==> src/rtl/ahb_master.sv <==
// rtl/ahb_master.sv - single-channel pipelined AHB-Lite master (word, NONSEQ-only)
// Optional: define AHB_MASTER_RDATA_REG_EN to register o_rd_valid/o_rd_data.
module ahb_master #(
   parameter int ADDR_WIDTH = 32,
   parameter int DATA_WIDTH = 32
) (
   input  logic                  i_clk_ahb,
   input  logic                  i_rstn_ahb,
   output logic [ADDR_WIDTH-1:0] HADDR,
   output logic [DATA_WIDTH-1:0] HWDATA,
   output logic                  HWRITE,
   output logic [2:0]            HSIZE,
   output logic [1:0]            HTRANS,
   output logic                  HMASTLOCK,
   input  logic                  HREADY,
   input  logic [DATA_WIDTH-1:0] HRDATA,
   input  logic                  HRESP,
   input  logic [ADDR_WIDTH-1:0] i_addr,
   input  logic                  i_rd0_wr1,
   input  logic [DATA_WIDTH-1:0] i_wr_data,
   input  logic                  i_valid,
   output logic                  o_ready,
   output logic                  o_rd_valid,
   output logic [DATA_WIDTH-1:0] o_rd_data
);

   localparam logic [1:0] HTRANS_IDLE   = 2'b00;
   localparam logic [1:0] HTRANS_NONSEQ = 2'b10;

   logic                  dp_valid;
   logic                  dp_write;
   logic [DATA_WIDTH-1:0] dp_wdata;
   logic                  err_q;
   logic                  accept;
   logic                  cancel;
   logic                  rd_done;
   logic [DATA_WIDTH-1:0] rd_data_c;

   // First ERROR cycle: the pending address phase must be withdrawn.
   assign cancel = dp_valid & HRESP & ~HREADY;
   assign accept = i_valid & HREADY;

   always_comb begin
      HADDR  = '0;
      HWRITE = 1'b0;
      HTRANS = HTRANS_IDLE;
      if (i_rstn_ahb && i_valid) begin
         HADDR  = i_addr;
         HWRITE = i_rd0_wr1;
         if (!cancel) begin
            HTRANS = HTRANS_NONSEQ;
         end
      end
   end

   assign HSIZE     = 3'b010;
   assign HMASTLOCK = 1'b0;
   assign HWDATA    = dp_wdata;
   assign o_ready   = HREADY & i_rstn_ahb;

   // Errored reads still complete, but with zero data.
   assign rd_done   = dp_valid & ~dp_write & HREADY;
   assign rd_data_c = (rd_done && !(HRESP || err_q)) ? HRDATA : '0;

   always_ff @(posedge i_clk_ahb or negedge i_rstn_ahb) begin
      if (!i_rstn_ahb) begin
         dp_valid <= 1'b0;
         dp_write <= 1'b0;
         dp_wdata <= '0;
         err_q    <= 1'b0;
      end else begin
         if (HREADY) begin
            dp_valid <= i_valid;
            if (accept) begin
               dp_write <= i_rd0_wr1;
               if (i_rd0_wr1) begin
                  dp_wdata <= i_wr_data;
               end
            end
         end
         if (cancel) begin
            err_q <= 1'b1;
         end else if (HREADY) begin
            err_q <= 1'b0;
         end
      end
   end

`ifdef AHB_MASTER_RDATA_REG_EN
   always_ff @(posedge i_clk_ahb or negedge i_rstn_ahb) begin
      if (!i_rstn_ahb) begin
         o_rd_valid <= 1'b0;
         o_rd_data  <= '0;
      end else begin
         o_rd_valid <= rd_done;
         o_rd_data  <= rd_data_c;
      end
   end
`else
   assign o_rd_valid = rd_done;
   assign o_rd_data  = rd_data_c;
`endif

endmodule

==> config.mk <==
export PLATFORM = sky130hd
export DESIGN_NAME = ahb_master
export DESIGN_NICKNAME = d
export VERILOG_FILES = /design/src/rtl/ahb_master.sv
export SDC_FILE = /design/constraint.sdc
export NUM_CORES = 1
export LEC_CHECK = 0
export ABC_CLOCK_PERIOD_IN_PS = 1400
export CAP_MARGIN = 40
export CELL_PAD_IN_SITES_DETAIL_PLACEMENT = 1
export CELL_PAD_IN_SITES_GLOBAL_PLACEMENT = 1
export CORE_MARGIN = 4
export CORE_UTILIZATION = 18
export DETAILED_ROUTE_END_ITERATION = 10
export GPL_TIMING_DRIVEN = 1
export PLACE_DENSITY_LB_ADDON = 0.05
export SLEW_MARGIN = 20
export SYNTH_ARGS = -nofsm -noshare
export SYNTH_HDL_FRONTEND = slang
export SYNTH_SLANG_ARGS = --single-unit
==> constraint.sdc <==
create_clock -name i_clk_ahb -period 1.4 [get_ports i_clk_ahb]
set_clock_uncertainty 0.15 [all_clocks]
set_input_delay 0.35 -clock i_clk_ahb [delete_from_list [all_inputs] [get_ports i_clk_ahb]]
set_output_delay 0.35 -clock i_clk_ahb [all_outputs]
set_load 0.01 [all_outputs]
Yosys cells after proc, flatten, opt, wreduce, memory -nomap -nowiden
Index checks and enable logic that the tools add are counted.
{"block": "totals", "regBits": 35, "out_inout_bits": 105, "input_bits": 102}
{"block": "classes", "n_bitwise": 8, "muxes": 7, "n_reduce_logical": 7}
{"cell": "two-way mux 32 bit", "count": 2}
{"cell": "bitwise AND 1 bit", "count": 6}
{"cell": "two-way mux 2 bit", "count": 2}
{"cell": "two-way mux 1 bit", "count": 3}
{"cell": "AND reduction 3 bit", "count": 1}
{"cell": "logical AND 1 bit", "count": 2}
{"cell": "inverter 1 bit", "count": 2}
{"cell": "AND reduction 2 bit", "count": 1}
{"cell": "nonzero test 2 bit", "count": 1}
{"cell": "logical NOT 1 bit", "count": 1}
{"cell": "logical OR 1 bit", "count": 1}

Depth between registers and ports, before layout
Gate-level depths: netlist (run 1).
{"block": "depth", "ltp_word": 5, "depth_mapped": 4, "ltp_nobuf": 2}

Least setup slack after synthesis (run 1)
Ideal clock, no wire load.
{"block": "synth_timing", "path_type": "register -> output", "start": "reg dp_write", "end": "out o_rd_data[10]", "stages_incl_launch_ff": 5, "required_ns": 0.900, "t_arrival_ns": 1.141, "slack_ns": -0.241, "path_cell_list": "dfrtp_1 -> nand4bb_1 -> buf_2 -> buf_6 -> nor3b_1"}
{"block": "synth_via", "elab_chain_len": 5}
{"item": "start, declared", "line_no": "31", "source": "logic dp_write;"}
{"item": "start signal, assigned", "line_no": "75", "source": "dp_write <= i_rd0_wr1;"}
{"item": "inverter 1 bit", "line_no": "62", "source": "assign rd_done = dp_valid & ~dp_write & HREADY;"}
{"item": "bitwise AND 1 bit (2 in a row)", "line_no": "62"}
{"item": "logical AND 1 bit", "line_no": "63", "source": "assign rd_data_c = (rd_done && !(HRESP || err_q)) ? HRDATA : '0;"}
{"item": "two-way mux 32 bit", "line_no": "63"}
{"item": "end, declared", "line_no": "24", "source": "output logic [DATA_WIDTH-1:0] o_rd_data"}
Every way passes these cells.

Worst setup path in the final report (run 1)
{"block": "layout_timing", "start": "reg err_q", "end": "out o_rd_data[0]"}
{"block": "layout_via", "elab_chain_len": 4}
{"item": "start, declared", "line_no": "33", "source": "logic err_q;"}
{"item": "start signal, assigned", "line_no": "70", "source": "err_q <= 1'b0;"}
{"item": "start signal, assigned", "line_no": "82", "source": "err_q <= 1'b1;"}
{"item": "start signal, assigned", "line_no": "84", "source": "err_q <= 1'b0;"}
{"item": "logical OR 1 bit", "line_no": "63"}
{"item": "logical NOT 1 bit", "line_no": "63"}
{"item": "logical AND 1 bit", "line_no": "63"}
{"item": "two-way mux 32 bit", "line_no": "63"}
Every way passes these cells.

==> impl_metrics.py, run 1 <==
metrics = {
    "placed_design": {
        "port_buffers": 201,
        "hpwlAfterDp_mm": 7.305,
        "gp_congestion": 0.7550,
        "placed_cell_area_um2": 4698,
    },
    "power": {
        "power_leakage_uw": 0.002561,
        "p_per_area_nw_per_um2": 755.3,
        "total_power_uw": 3971,
        "vdd_drop_max_uv": 420.1,
    },
    "drt": {
        "viasPerCell": 4.195,
        "wl_per_cell_um": 18.58,
        "drc": 0,
        "first_pass_iters": 4,
        "ant_nets": 0,
        "wirelength_mm": 10.31,
        "vias": 2328,
        "drt_iter0_markers": 58,
    },
    "clock_tree": {
        "clk_pin_slew_worst_paths_ps": 50,
        "htree_levels": 2,
        "clock_latency_ps": 270,
        "numCtsBuffers": 5,
        "cts_tree": "yes",
        "root_buffer": "clkbuf_16",
        "cts.sink_count": 35,
        "cts.path.max_buffers": 2,
    },
    "floorplanning": {
        "row_count": 38,
        "dieArea_um2": 13140,
        "fp.dieW_um": 114.6,
        "fp.dieH_um": 114.6,
        "start_util_pct": 18.64,
        "core-area_um2": 10980,
        "io-pin-count": 207,
    },
    "layout": {
        "layout.nets": 515,
        "fillers": 1180,
        "drive_gt1_share_pct": 64.89,
        "multi_input_area_um2": 1570,
        "final_common_cell": "clkdlybuf4s50_1",
        "layout_common_cells": "clkdlybuf4s50_1 (64), buf_2 (58), buf_6 (57), dfrtp_1 (35)",
        "finish.utilization_pct": 47.87,
        "syn_to_final_growth_pct": 156.8,
        "fin_area_um2": 5258,
        "regArea_um2": 875.8,
    },
    "timing": {
        "fmaxAchievable_mhz": 480.1,
        "min_period_ps": 2083,
        "setup_slack_ps": -682.8,
        "fin_hold_ws_ps": -22.18,
        "rsz0062_at_grt": "yes",
        "finalMaxSlewViolations": 0,
        "setup_viol": 61,
        "finalHoldViolCount": 24,
        "fin_crit_sh_pct": 148.8,
    },
    "yosys": {
        "avgSynthCellArea_um2": 12.04,
        "synth.area.top_cells": "dfrtp_1 (43%), mux2_4 (21%), nor3b_1 (11%)",
        "synth_edf_count": 0,
        "syn_area_um2": 2047,
        "synth_cells": 170,
        "ys_types": 22,
        "ys_ff_latch": 35,
        "synth_top_area_share_pct": 42.79,
        "yosys.area.top_type": "dfrtp_1",
        "yosysWarnings": 0,
        "async_flop_share_pct": 100.0,
        "synthFlopType": "dfrtp_1",
        "yosysSeqAreaShare_pct": 42.79,
    },
    "worst_hold_path": {
        "hold_class": "in -> async",
    },
    "setup_path": {
        "crit_arrival_ps": 1580,
        "r2r_end": "dp_valid$_DFFE_PN0P_",
        "endpoint_kind": "output port",
        "reg2regPathDepth": 4,
        "start_kind": "flop",
        "worst-path-max-fanout": 5,
        "timing.rr.start": "dp_valid$_DFFE_PN0P_",
        "required_ps": 900,
        "path_class": "reg -> out",
        "r2r_slack_ps": 310,
    },
    "global_route": {
        "antenna_found_initial": 2,
        "grt_pass1_wl_mm": 15.06,
        "grt_usage_pct": 14.75,
        "grt_pass1_vias": 2551,
        "grt_start_max_net_pins": 25,
        "grt_overflow_total": 0,
    },
    "flow_run": {
        "maxCapViolCount": 0,
    },
    "status": {
        "outcome": "complete, but fails checks",
        "failed_checks": "negative hold slack, negative setup slack",
    },
}
flip-flops by register name (all words and copies together) (netlist names):
signal and flops:
HWDATA 32, dp_valid 1, dp_write 1, err_q 1
worst max path at each step:
| stage | from | slack [ps] | depth (start not counted) | end |
|---|---|---|---|---|
| after global placement | HREADY | -1130 | 5 | o_rd_data[15] |
| after CTS | dp_write$_DFFE_PN0P_ | -720 | 5 | o_rd_data[11] |
| final | err_q$_DFFE_PN0P_ | -680 | 5 | o_rd_data[0] |
| after detailed placement | HREADY | -1200 | 5 | o_rd_data[0] |
| after floorplan | dp_write$_DFFE_PN0P_ | -150 | 4 | o_rd_data[10] |
| after global routing | err_q$_DFFE_PN0P_ | -760 | 5 | o_rd_data[11] |
cell usage after synthesis (2+ instances only):
cell type	number
and3_1	33
nand2_1	2
inv_1	2
clkbuf_1	10
buf_4	5
mux2_4	29
buf_2	2
conb_1	2
buf_6	6
dfrtp_1	35
nor3b_1	30
mux2_2	3
nor3b_2	2
worst max-delay path, cell delays in order, from the launching register on:
cell	delay, ps
dfrtp_1	380
nand4bb_4	290
buf_12	180
buf_16	140
nor3b_4	170
buf_2	160
metrics by stage:
stage / hold slack, ps / setup TNS [ps] / setup slack (ps) / cells
after CTS: 2.983 / -24820 / -720.3 / 544
after global routing: 2.402 / -27110 / -757.4 / 555
after global placement: 241.6 / -85760 / -1128 / 513
after detailed placement: 251.7 / -86350 / -1196 / 513
final: -22.18 / -24570 / -682.8 / 555
after floorplan: -95.59 / -4872 / -153.6 / 173
metal layers:
layer / GRT usage (%) / part of all wire, % / vias to the layer above
li1: - / - / 1088
met1: 17.35 / 38 / 1108
met2: 26.00 / 52 / 122
met3: 5.021 / 8.6 / 10
met4: 3.009 / 1.5 / 0
met5: 0 / 0 / -
report_power, final:
| part | leakage, µW | internal [µW] | total [µW] | switching [µW] |
|---|---|---|---|---|
| clock | 0.0000727 | 693 | 1080 | 382 |
| sequential | 0.000416 | 1200 | 1300 | 104 |
| combinational | 0.00207 | 998 | 1590 | 596 |
| total | 0.00256 | 2890 | 3970 | 1080 |
final cells by class:
| cell class | instances | area share (%) |
|---|---|---|
| Timing Repair Buffer | 256 | 47.17 |
| Multi-Input combinational cell | 113 | 29.87 |
| Sequential cell | 35 | 16.66 |
| Tap cell | 140 | 3.332 |
| Clock buffer | 6 | 2.642 |
| Inverter | 2 | 0.1428 |
| Clock inverter | 1 | 0.09519 |
| Antenna cell | 2 | 0.09519 |
cell families after synthesis:
group	share of synthesized area, %
AND/OR/NAND/NOR	24.82
flip-flops	42.79
multiplexers	22.92
buffers and inverters	7.824
AO/OA/AOI/OAI	1.283
other	0.3669
what timing repair did:
item / 4_1_cts / 5_1_grt
resized for setup: 505 / 71
pin swaps: 21 / 24
endpoints found under the setup margin: 133 / 85
cloned: 8 / 0
hold buffers: 1 / 1
endpoints found under the hold margin: 4 / 1
setup buffers: 15 / 13
No activity file was read; power rests on OpenSTA's default activity.
==> inputs of run 2 (changes only) <==
CORE_ASPECT_RATIO = 0.8   (was not set)
==> run 2 against run 1 <==
Compared with the run above:
- the flow finishes with violations (negative setup slack)
- die area is essentially flat
- critical path depth is the same
- design area grew 1.9%
- clock power grew 6%
- via count shrank 0.95%
- sequential cell count is the same
- sequential share of layout area shrank 0.32 points
- utilization grew 0.96 points
- non-clock buffer count grew 7
- final cell count grew 1.8%
- critical endpoint is now o_rd_data[29]
- largest power group unchanged
==> impl_metrics.py, run 2 (synthesis results as in run 1) <==
metrics = {
    "status": {
        "outcome": "complete, but fails checks",
        "failed_checks": "negative setup slack",
    },
    "setup_path": {
        "path_class": "reg -> out",
        "start_kind": "flop",
        "crit_arrival_ps": 1580,
        "r2r_slack_ps": 260,
        "worst-path-max-fanout": 8,
        "required_ps": 900,
        "critPathLaunch": "err_q$_DFFE_PN0P_",
        "timing.rr.start": "dp_valid$_DFFE_PN0P_",
        "reg2regPathDepth": 5,
        "r2r_end": "dp_valid$_DFFE_PN0P_",
        "endpoint_kind": "output port",
    },
    "global_route": {
        "grt-busiest-layer": "met2",
        "use_met3_pct": 3.131,
        "grt_pass1_wl_mm": 15.33,
        "use_met1_pct": 18.34,
        "grt_pass1_vias": 2516,
        "antenna_found_initial": 0,
        "grt_start_max_net_pins": 27,
        "grt_usage_pct": 15.11,
        "use_met2_pct": 28.54,
        "grt_overflow_total": 0,
    },
    "power": {
        "total_power_uw": 4085,
        "vdd_drop_max_uv": 466.9,
        "power_leakage_uw": 0.002605,
        "p_per_area_nw_per_um2": 762.3,
    },
    "floorplanning": {
        "io-pin-count": 207,
        "row_count": 34,
        "dieArea_um2": 13150,
        "fp.dieH_um": 103.4,
        "start_util_pct": 18.65,
        "fp.dieW_um": 127.2,
        "core-area_um2": 10980,
    },
    "drt": {
        "drt_iter0_markers": 25,
        "viasPerCell": 4.081,
        "vias": 2306,
        "drc": 0,
        "ant_nets": 0,
        "wl_per_cell_um": 18.60,
        "wirelength_mm": 10.51,
        "first_pass_iters": 4,
    },
    "layout": {
        "final_common_cell": "clkdlybuf4s50_1",
        "layout.nets": 522,
        "diodes": 0,
        "drive_gt1_share_pct": 66.27,
        "layout_common_cells": "clkdlybuf4s50_1 (64), buf_6 (62), buf_2 (55), dfrtp_1 (35), and3_4 (33)",
        "syn_to_final_growth_pct": 161.8,
        "largest_reg_flops": 32,
    },
    "timing": {
        "fin_crit_sh_pct": 148.6,
        "finalMaxSlewViolations": 0,
        "setup_viol": 67,
        "min_period_ps": 2081,
        "finalHoldViolCount": 0,
        "fin_hold_ws_ps": 82.03,
        "setup_slack_ps": -681.0,
        "tns_ps": -25050,
        "rsz0062_at_grt": "yes",
        "fmaxAchievable_mhz": 480.5,
    },
    "clock_tree": {
        "cts_tree": "yes",
        "root_buffer": "clkbuf_16",
        "numCtsBuffers": 5,
        "cts.path.max_buffers": 2,
        "cts.sink_count": 35,
        "clock_latency_ps": 270,
        "hold_buffers": 0,
        "htree_levels": 2,
        "clk_pin_slew_worst_paths_ps": 60,
    },
    "flow_run": {
        "maxCapViolCount": 0,
    },
    "placed_design": {
        "port_buffers": 201,
        "hpwlAfterDp_mm": 7.369,
        "gp_congestion": 0.7252,
    },
    "worst_hold_path": {
        "hold_class": "in -> async",
    },
}
## run 2: cell types whose count changed in the layout (fill, tap and decap cells not counted), moves of 2 or more
cell	delta
buf_4	+5
buf_6	+5
buf_8	+4
buf_2	-3
buf_12	-2
clkbuf_16	+2
clkbuf_2	-2
clkdlybuf4s15_2	+2
diode_2	-2
dlygate4sd3_1	-2
## run 2: what timing repair did
item / in CTS / in global routing
endpoints found under the setup margin: 133 / 89
resized for setup: 531 / 49
pin swaps: 25 / 23
cloned: 9 / 2
buffers inserted: 25 / 12
## run 2: where the power goes
group	leakage, µW	switching (µW)	internal [µW]	total (µW)
combinational	0.00212	601	1030	1630
sequential	0.000416	107	1200	1300
clock	0.0000731	437	711	1150
total	0.00261	1150	2940	4080
## run 2: routing by layer
metal | part of all wire (%) | up-vias
li1 | - | 1094
met1 | 41 | 1121
met2 | 54 | 85
met3 | 4.2 | 6
met4 | 0.71 | 0
met5 | 0 | -
## run 2: final cells by class
| type | instances | area (µm²) |
|---|---|---|
| fill | 1182 | 5617 |
| clock inverter | 2 | 16.27 |
| tap | 144 | 180.2 |
| timing repair buffer | 263 | 2585 |
| clock buffer | 6 | 138.9 |
| sequential | 35 | 875.8 |
| inverter | 2 | 7.507 |
| multi-input combinational | 113 | 1555 |
## run 2: stage by stage
step	setup slack, ps	instance area, µm²	utilization [%]	std cells
6_report	-681.0	5359	48.83	565
5_1_grt	-743.4	5359	48.83	565
4_1_cts	-691.6	5263	47.95	557
3_5_place_dp	-1178	4663	42.49	515
3_3_place_gp	-1162	4663	42.49	515
2_1_floorplan	-153.6	2451	-	173
## run 2: worst max-delay path, cell delays in order, from the launching register on
cell	delay [ps]
dfrtp_1	380
nand4bb_4	260
buf_6	160
buf_16	150
nor3b_4	190
buf_2	160
## run 2: worst max path at each step
stage                          to  slack (ps)  cells after the start
global placement    o_rd_data[28]       -1160                      5
floorplan           o_rd_data[10]        -150                      4
detailed placement  o_rd_data[18]       -1180                      5
CTS                 o_rd_data[29]        -690                      5
global route        o_rd_data[25]        -740                      5
finish              o_rd_data[29]        -680                      5
